## src/rtl/fold_deserializer_three.sv

```systemverilog
// Reassembles three consecutive fold-step words into one parallel frame,
// using the first-word marker to check and recover fold-phase alignment.
module fold_deserializer_three #(
  parameter int WIDTH = 20
) (
  input  logic             clk,
  input  logic             rst,
  input  logic             in_valid,
  input  logic             in_first,
  input  logic [WIDTH-1:0] in,
  output logic             out_valid,
  output logic [WIDTH-1:0] out0,
  output logic [WIDTH-1:0] out1,
  output logic [WIDTH-1:0] out2,
  output logic             align_err,
  output logic [1:0]       phase
);

  typedef enum logic {
    IDLE    = 1'b0,
    COLLECT = 1'b1
  } state_t;

  state_t           r_state;
  state_t           w_state_nxt;
  logic [1:0]       r_phase;
  logic [1:0]       w_phase_nxt;
  logic [WIDTH-1:0] r_s0;
  logic [WIDTH-1:0] w_s0_nxt;
  logic [WIDTH-1:0] r_s1;
  logic [WIDTH-1:0] w_s1_nxt;
  logic [WIDTH-1:0] r_out0;
  logic [WIDTH-1:0] w_out0_nxt;
  logic [WIDTH-1:0] r_out1;
  logic [WIDTH-1:0] w_out1_nxt;
  logic [WIDTH-1:0] r_out2;
  logic [WIDTH-1:0] w_out2_nxt;
  logic             r_out_valid;
  logic             w_out_valid_nxt;
  logic             r_align_err;
  logic             w_align_err_nxt;

  // State, staging and output registers
  always_ff @(posedge clk or posedge rst) begin
    if (rst) begin
      r_state     <= IDLE;
      r_phase     <= 2'd0;
      r_s0        <= {WIDTH{1'b0}};
      r_s1        <= {WIDTH{1'b0}};
      r_out0      <= {WIDTH{1'b0}};
      r_out1      <= {WIDTH{1'b0}};
      r_out2      <= {WIDTH{1'b0}};
      r_out_valid <= 1'b0;
      r_align_err <= 1'b0;
    end else begin
      r_state     <= w_state_nxt;
      r_phase     <= w_phase_nxt;
      r_s0        <= w_s0_nxt;
      r_s1        <= w_s1_nxt;
      r_out0      <= w_out0_nxt;
      r_out1      <= w_out1_nxt;
      r_out2      <= w_out2_nxt;
      r_out_valid <= w_out_valid_nxt;
      r_align_err <= w_align_err_nxt;
    end
  end

  // Next-state logic; strobes default low, everything else holds
  always_comb begin
    w_state_nxt     = r_state;
    w_phase_nxt     = r_phase;
    w_s0_nxt        = r_s0;
    w_s1_nxt        = r_s1;
    w_out0_nxt      = r_out0;
    w_out1_nxt      = r_out1;
    w_out2_nxt      = r_out2;
    w_out_valid_nxt = 1'b0;
    w_align_err_nxt = 1'b0;

    if (in_valid) begin
      case (r_state)
        IDLE: begin
          if (in_first) begin
            w_s0_nxt    = in;
            w_phase_nxt = 2'd1;
            w_state_nxt = COLLECT;
          end else begin
            w_phase_nxt = 2'd0;
          end
        end
        COLLECT: begin
          if (in_first) begin
            // A marker away from phase 0 abandons the partial frame and resyncs
            w_align_err_nxt = (r_phase != 2'd0) ? 1'b1 : 1'b0;
            w_s0_nxt        = in;
            w_phase_nxt     = 2'd1;
          end else begin
            case (r_phase)
              2'd1: begin
                w_s1_nxt    = in;
                w_phase_nxt = 2'd2;
              end
              2'd2: begin
                w_out0_nxt      = r_s0;
                w_out1_nxt      = r_s1;
                w_out2_nxt      = in;
                w_out_valid_nxt = 1'b1;
                w_phase_nxt     = 2'd0;
              end
              default: begin
                w_align_err_nxt = 1'b1;
                w_phase_nxt     = 2'd0;
                w_state_nxt     = IDLE;
              end
            endcase
          end
        end
        default: begin
          w_phase_nxt = 2'd0;
          w_state_nxt = IDLE;
        end
      endcase
    end else begin
      w_state_nxt = r_state;
    end
  end

  assign out_valid = r_out_valid;
  assign out0      = r_out0;
  assign out1      = r_out1;
  assign out2      = r_out2;
  assign align_err = r_align_err;
  assign phase     = r_phase;

endmodule

```

## config.mk

```make
export PLATFORM = sky130hd
export DESIGN_NAME = fold_deserializer_three
export DESIGN_NICKNAME = d
export VERILOG_FILES = /design/src/rtl/fold_deserializer_three.sv
export SDC_FILE = /design/constraint.sdc
export NUM_CORES = 1
export LEC_CHECK = 0
export BUFFER_PORTS_ARGS = -buffer_cell sky130_fd_sc_hd__buf_2
export CAP_MARGIN = 10
export CORE_MARGIN = 1.5
export CORE_UTILIZATION = 48
export CTS_CLUSTER_SIZE = 12
export DETAILED_ROUTE_END_ITERATION = 10
export GPL_TIMING_DRIVEN = 0
export PLACE_DENSITY = 0.72
export SLEW_MARGIN = 20
export SYNTH_ARGS = -nofsm -noshare
export SYNTH_HDL_FRONTEND = slang
export SYNTH_SLANG_ARGS = --single-unit
```

## constraint.sdc

```tcl
create_clock -name clk -period 3.6 [get_ports clk]
set_clock_uncertainty 0.1 [all_clocks]
set_input_delay 1.08 -clock clk [delete_from_list [all_inputs] [get_ports clk]]
set_output_delay 1.08 -clock clk [all_outputs]
set_load 0.02 [all_outputs]
```

Word-level counts from Yosys, hierarchy flattened
Index checks and enable logic that the tools add are counted. W data, S select, Z words.

Output and inout port bits: 64. Flip-flop bits (word level): 105. Word-level logic and storage cells: 36.

Bitwise logic cells: 2. Equal/unequal tests: 2. Multiplexer cells: 18. Reduce and logical (&&, ||, !) cells: 5.

Operators by type and width (number): $mux W20 (1); $mux W1 (13); $reduce_and A4 Y1 (2); $mux W2 (2); $pmux W2 S2 (1); $eq A2 B1 Y1 const B (1); $eq A2 B2 Y1 const B (1); $not A1 Y1 (2); $pmux W1 S2 (1); $reduce_and A2 Y1 (1); $reduce_bool A2 Y1 (1); $reduce_or A2 Y1 (1).

Longest topological paths before layout
Gate-level depths: netlist of run 1.

Word-level depth: 6. Depth in mapped cells: 5. Gate-level depth less buffers: 4.

Worst setup path after synthesis of run 1
OpenSTA, ideal clock, no wires.

Kind: input to register. Start: in in_first. End: reg r_out1[11] (netlist: out1[11]). Stages: 3. Slack: 1.602 ns. Buffers on the path: 1. Arrival: 1.773 ns. Data required time: 3.375 ns. Path through: nand4b_4 -> buf_6 -> mux2_4.

Word-level cells in the longest chain between the ends: 2.

RTL lines: from (decl) (RTL line 9) `input logic in_first,`; $not A1 Y1 (no source line); $reduce_and A4 Y1 (no source line); to (signal assigned) (RTL line 51) `r_out1 <= {WIDTH{1'b0}};`; to (signal assigned) (RTL line 61) `r_out1 <= w_out1_nxt;`; to (decl) (RTL line 34) `logic [WIDTH-1:0] r_out1;`.

Every way passes these cells. A chain may end at the register's enable or synchronous reset.

Final worst setup path of run 1
Start: reg r_phase[1] (netlist: phase[1]). End: out phase[1].

RTL lines: from (decl) (RTL line 26) `logic [1:0] r_phase;`; from (signal assigned) (RTL line 57) `r_phase <= w_phase_nxt;`; to (decl) (RTL line 16) `output logic [1:0] phase`.

No word-level cell between the ends.

==> impl_summary.txt, run 1 <==
----------------------------------------------------
[Worst setup path]
  Path length in cells of the critical path ... 1
  Startpoint class of the critical path ... flop
  Slowest cell on the critical path ... dfrtp_1
  Critical Setup Path Class ... reg2out
  Data required time at the worst endpoint ... 2.42 ns
  Count of buffering cells on the critical path with inverters included ... 1
  Crit-path max cell delay ... 0.41 ns
  Largest delay share family, worst path ... flip-flops
  Largest fanout on the critical path ... 3
  Ordered list of cells on the worst path ... buf_2
  Nature of the critical path endpoint ... primary output
  Number of cells on the worst reg-to-reg path ... 5
  Arr. time, crit path ... 0.94 ns

[Yosys]
  Share of the synthesized area in the top cell type ... 65.8%
  Area leader, netlist ... dfrtp_1
  Post-synthesis area per instance ... 17.2 µm²
  Cell types with the largest area share after synthesis ... dfrtp_1, mux2_2, mux2_4
  Syn Nets ... 259
  Synthesized instance count ... 232
  Number of distinct standard cells referenced by the synthesized netlist ... 15
  Portion of the post-synthesis area used by sequential elements ... 65.8%
  Number of synthesis warnings ... 0
  Number of register bits inferred by synthesis ... 105
  Post-Syn Area ... 0.00399 mm²

[Pwr]
  Portion of total power attributed to sequential cells ... 51.3%
  Lkg Pwr ... 2.55 nW
  Clock network fraction of total power ... 23.3%
  Power per unit of standard cell area ... 658 mW/mm²
  Logic gate share of total power ... 25.5%
  Pint ... 2.19 mW
  Worst ir drop on vdd ... 0.431 mV
  Sum of internal, switching and leakage power ... 3.18 mW
  Switching Fraction ... 31.1%
  Switching power ... 0.989 mW

[Global route]
  Antenna violations before repair ... 0
  Wire length of the first global-routing pass ... 11.9 mm
  Congestion Overflow GR ... 0
  Global routing usage summed across all routing layers ... 18.2%
  Number of global-route vias before repair ... 2369
  Maximum number of pins on one net before global-route repair ... 34

[Route]
  Final antenna-violating net count ... 0
  Average detailed-routed wire length per instance ... 16.6 µm
  Vias ... 2272
  DR DRC count ... 0
  DR WL met3 ... 466 µm
  Number of search-and-repair iterations in the first detailed-routing pass ... 3
  Met1 Wirelength ... 3.23 mm
  Met2 layer wire length in the routed design ... 3.56 mm
  Highest metal layer used by the detailed router ... met4
  DRT Wirelength ... 7.34 mm
  First DRT Iteration DRCs ... 48
  Vias per inst ... 5.13

[Clock tree]
  Hold-fix buffers, CTS ... 0
  CTS tree ... built
  Clock H-tree levels ... 3
  Clock sink total ... 105
  Number of buffers inserted during clock tree synthesis ... 9
  Clock transition at the registers of the reported paths ... 0.10 ns
  Clock Tree Root ... clkbuf_8
  Clock latency on the worst-skew pair ... 0.36 ns
  Largest buffer count on any clock path ... 2
  Number of setup buffers added after CTS ... 0
  Post-CTS resize count ... 0

[Timing]
  Max-Slew Margin vs Limit ... 66.5%
  Post-route fraction of the period consumed by the critical path ... 58.9%
  Final Critical Period ... 2.12 ns
  Final Max Slew Viols ... 0
  Count of endpoints failing setup in the final report ... 0
  Total negative slack for setup checks ... 0 ns
  Actual slew at the worst max-slew pin ... 0.502 ns
  Maximum clock frequency ... 471 MHz
  Final hold violations ... 0
  Unrepaired setup endpoints after global routing ... no

[Layout]
  Antenna Diode Count ... 0
  Synthesis-to-finish area growth ... 20.8%
  Filler cell count in the final layout ... 649
  Final net count ... 360
  Proportion of layout cells with a drive suffix above 1 ... 64.5%

[Job]
  Max-Cap Viols ... 0

[Placement]
  Port Buffers ... 87
  Half-perimeter wire length after detailed placement ... 5.21 mm
  Final RePlAce weighted congestion ... 0.824

[Floorplanning]
  Floorplan Core Area ... 0.00813 mm²
  Die height ... 94.2 µm
  Boundary pin count ... 88
  Total Die Area ... 0.00887 mm²
  Die outline width ... 94.2 µm
  Initial core utilization ... 49.1%
  FP Rows ... 33

[Run status]
  Status ... finished clean

[Hold path]
  Instance count along the most critical hold path ... 1
  Hold/Removal Path Class ... reg2reg

----------------------------------------------------
cell usage in the layout (no fill, tap or decap):
cell	Yosys	routed
mux2_4	5	5
clkinvlp_4	0	3
mux2_2	95	95
nand2_1	1	1
nand4b_4	1	1
mux2i_1	1	1
inv_1	5	4
bufinv_16	0	1
dfrtp_1	105	105
buf_2	4	91
clkbuf_8	1	10
and3_1	1	1
clkinv_2	0	1
inv_6	0	3
nand4b_1	1	1
buf_6	5	5
nor2b_1	1	1
ha_1	3	3
o21ai_0	3	3
buf_12	0	3
layout make-up:
type	count	area, µm²	share of cell area, %
well taps	105	131	2.72
multi-input cells	112	1260	26.0
repair buffers	90	495	10.3
inverters	5	22.5	0.467
clock buffers	9	124	2.57
flip-flops and latches	105	2630	54.5
plain buffers	10	90.1	1.87
clock inverters	7	76.3	1.58
synthesized netlist by cell type, drive strengths merged:
master and count:
mux2i 1, dfrtp 105, buf 9, nand4b 2, o21ai 3, ha 3, clkbuf 1, and3 1
nand2 1, inv 5, mux2 100, nor2b 1
metal layers:
layer	vias up	GRT usage, %
met5	-	0
met2	67	29.3
li1	1010	-
met1	1187	23.0
met3	8	6.15
met4	0	5.85
registers in the layout, indices dropped and copies added (netlist names):
register,cells
align_err,1
out_valid,1
out1,20
r_s1,20
phase,2
r_s0,20
out2,20
r_state,1
out0,20
kinds of logic (layout without fill, tap and decap cells):
kind of cell / count (synthesis) / after routing / share of synthesized area [%]
mux: 101 / 101 / 28.9
fa+ha+maj: 3 / 3 / 0.940
flops: 105 / 105 / 65.8
simple gates: 5 / 5 / 1.22
compound gates: 3 / 3 / 0.376
buf+inv: 15 / 121 / 2.73
metrics by stage:
| step | worst slack [ns] | util [%] | instances | area [µm²] | hold slack [ns] |
|---|---|---|---|---|---|
| floorplan | 1.16 | - | 232 | 4000 | 0.375 |
| global placement | 0.500 | 56.1 | 424 | 4560 | 0.381 |
| detailed placement | 1.29 | 56.8 | 427 | 4620 | 0.388 |
| CTS | 1.46 | 59.3 | 443 | 4820 | 0.410 |
| global route | 1.43 | 59.3 | 443 | 4820 | 0.424 |
| finish | 1.48 | 59.3 | 443 | 4820 | 0.408 |
worst reg2reg max path, cell delays in order, from the launching register on:
cell and delay (ns):
dfrtp_1 0.39, inv_1 0.08, ha_1 0.18, nand4b_1 0.14, buf_2 0.33, mux2_2 0.38
path summary, 6_finish.rpt:
check	start	to	slack, ns
max	phase[1]	phase[1]	1.48
min	r_s0[0]	out0[0]	0.41
max reg2reg	phase[1]	r_s1[11]	1.90
min reg2reg	r_s0[0]	out0[0]	0.41
max in group asynchronous	rst	out0[0]	2.02
min in group asynchronous	rst	out_valid	0.63
power groups by stage:
stage / Combinational, mW / Sequential [mW] / Clock, mW
2_1_floorplan: 0.313 / 1.86 / 0
3_3_place_gp: 0.794 / 1.63 / 0
3_5_place_dp: 0.821 / 1.66 / 0
4_1_cts: 0.823 / 1.63 / 0.760
5_1_grt: 0.874 / 1.67 / 0.808
6_report: 0.809 / 1.63 / 0.739
(Power assumes the default switching activity.)
==> inputs of run 2 (changes only) <==
--- a/config.mk
+++ b/config.mk
@@ -8,11 +8,11 @@
 export BUFFER_PORTS_ARGS = -buffer_cell sky130_fd_sc_hd__buf_2
 export CAP_MARGIN = 10
 export CORE_MARGIN = 1.5
-export CORE_UTILIZATION = 48
+export CORE_UTILIZATION = 53
 export CTS_CLUSTER_SIZE = 12
 export DETAILED_ROUTE_END_ITERATION = 10
 export GPL_TIMING_DRIVEN = 0
-export PLACE_DENSITY = 0.72
+export PLACE_DENSITY = 0.75
 export SLEW_MARGIN = 20
 export SYNTH_ARGS = -nofsm -noshare
 export SYNTH_HDL_FRONTEND = slang
==> constraint.sdc (replaced) <==
create_clock -name clk -period 2.2 [get_ports clk]
set_clock_uncertainty 0.1 [all_clocks]
set_input_delay 0.66 -clock clk [delete_from_list [all_inputs] [get_ports clk]]
set_output_delay 0.66 -clock clk [all_outputs]
set_load 0.02 [all_outputs]
==> run 2 against run 1 <==
Effect of this change:
- final cell count fell by 1.6%
- clock-buffer cell count unchanged
- worst hold slack worse by 0.23 ns
- total power is 61% higher
- worst setup slack worse by 1.0 ns
- sequential cell count did not move
- via count fell by 2.3%
- final area down 0.49%
- first-iteration DRC count increased to 2.9 times the previous value
- die area decreased by 9.1%
- combinational power rose by 63%
- critical endpoint is now r_s1[2]
- highest routed layer unchanged
==> impl_summary.txt, run 2 (synthesized netlist as in run 1, its figures left out) <==
----------------------------------------------------
[Global route]
  Congestion Overflow GR ... 0
  Global routing usage summed across all routing layers ... 18.7%
  Wire length of the first global-routing pass ... 11.7 mm
  Number of global-route vias before repair ... 2295
  Maximum number of pins on one net before global-route repair ... 35
  Antenna violations before repair ... 0

[Pwr]
  Logic gate share of total power ... 25.9%
  Switching Fraction ... 30.5%
  Worst ir drop on vdd ... 0.452 mV
  Portion of total power attributed to sequential cells ... 51.9%
  Sum of internal, switching and leakage power ... 5.12 mW
  Power per unit of standard cell area ... 1070 mW/mm²
  Pint ... 3.56 mW
  Switching power ... 1.56 mW
  Lkg Pwr ... 2.54 nW
  Clock network fraction of total power ... 22.2%

[Timing]
  Post-route fraction of the period consumed by the critical path ... 79.6%
  Count of endpoints failing setup in the final report ... 0
  Unrepaired setup endpoints after global routing ... no
  Maximum clock frequency ... 571 MHz
  Final Critical Period ... 1.75 ns
  Max-Slew Margin vs Limit ... 74.5%
  Actual slew at the worst max-slew pin ... 0.382 ns
  Final hold violations ... 0
  Final Max Slew Viols ... 0
  Worst hold slack ... 0.180 ns
  Total negative slack for setup checks ... 0 ns

[Route]
  DR DRC count ... 0
  First DRT Iteration DRCs ... 137
  DRT Wirelength ... 6.99 mm
  Average detailed-routed wire length per instance ... 16.0 µm
  Final antenna-violating net count ... 0
  Number of search-and-repair iterations in the first detailed-routing pass ... 4
  Vias ... 2220
  Vias per inst ... 5.09

[Layout]
  Proportion of layout cells with a drive suffix above 1 ... 64.4%
  Synthesis-to-finish area growth ... 20.2%
  Most used cells in the layout excluding fill and tap cells ... dfrtp_1, mux2_2, buf_2
  Final net count ... 360
  Finished layout cell area ... 0.00480 mm²
  Antenna Diode Count ... 0
  Commonest non-fill, non-tap cell in the layout ... dfrtp_1

[Clock tree]
  Hold-fix buffers, CTS ... 0
  Number of buffers inserted during clock tree synthesis ... 9
  Post-CTS resize count ... 0
  CTS tree ... built
  Clock H-tree levels ... 3
  Largest buffer count on any clock path ... 2
  Clock sink total ... 105
  Number of setup buffers added after CTS ... 0
  Clock Tree Root ... clkbuf_8
  Clock latency on the worst-skew pair ... 0.36 ns
  Clock transition at the registers of the reported paths ... 0.09 ns

[Worst setup path]
  Critical Setup Path Class ... reg2reg
  Startpoint class of the critical path ... flop
  Data required time at the worst endpoint ... 2.35 ns
  Critical path origin ... phase[1]
  Nature of the critical path endpoint ... flop
  Largest fanout on the critical path ... 10
  R2r startpoint ... phase[1]
  Arr. time, crit path ... 1.90 ns

[Floorplanning]
  Boundary pin count ... 88
  Floorplan Core Area ... 0.00725 mm²
  FP Rows ... 31
  Initial core utilization ... 55.0%
  Die outline width ... 89.8 µm
  Die height ... 89.8 µm
  Total Die Area ... 0.00806 mm²

[Placement]
  Port Buffers ... 87
  Half-perimeter wire length after detailed placement ... 4.94 mm
  DP Area ... 0.00462 mm²
  Final RePlAce weighted congestion ... 0.756

[Job]
  Max-Cap Viols ... 0

[Hold path]
  Hold/Removal Path Class ... in2async

[Run status]
  Status ... finished clean

----------------------------------------------------
## run 2: changes by cell type in the layout (fill, tap and decap cells not counted)
cell      before  now
clkinv_2       1    3
inv_6          3    0
## run 2: critical path: stages (launching register included)
cell and delay [ns]:
dfrtp_1 0.40, inv_1 0.09, ha_1 0.18, nand4b_1 0.15, buf_2 0.33, mux2_2 0.38
## run 2: worst paths after layout
kind / endpoint / slack (ns) / cells after the start
setup / recovery: r_s1[2] / 0.45 / 5
hold / removal: out1[9] / 0.18 / 2
setup reg to reg: r_s1[2] / 0.45 / 5
hold reg to reg: out2[9] / 0.40 / 1
max in group asynchronous: out1[17] / 1.09 / 4
min in group clk: out2[9] / 0.40 / 1
## run 2: final cells by class
cell class,count,area (µm²)
Clock buffer,9,124
Clock inverter,6,60.1
Timing Repair Buffer,90,495
Fill cell,538,2450
Buffer,10,90.1
Sequential cell,105,2630
Inverter,5,22.5
Tap cell,99,124
Multi-Input combinational cell,112,1260
## run 2: routing by layer
metal	share of wire (%)	vias to the layer above	global-route usage (%)	routed length (µm)
met5	0	-	0	0
li1	-	1006	-	-
met3	5.3	10	4.23	374
met4	1.4	0	7.14	99
met1	46	1134	26.2	3190
met2	48	70	28.9	3330
## run 2: power by group through the flow
| stage | Clock, mW | Sequential [mW] | Combinational (mW) |
|---|---|---|---|
| floorplan | 0 | 3.04 | 0.513 |
| global placement | 0 | 2.67 | 1.30 |
| detailed placement | 0 | 2.70 | 1.34 |
| CTS | 1.17 | 2.66 | 1.35 |
| global route | 1.25 | 2.72 | 1.42 |
| finish | 1.14 | 2.66 | 1.32 |
## run 2: per-stage QoR
step                setup WS, ns  util (%)  std cells
floorplan                  0.180         -        232
global placement          -0.475      62.8        418
detailed placement         0.278      63.6        421
CTS                        0.414      66.2        436
global route               0.366      66.2        436
finish                     0.448      66.2        436
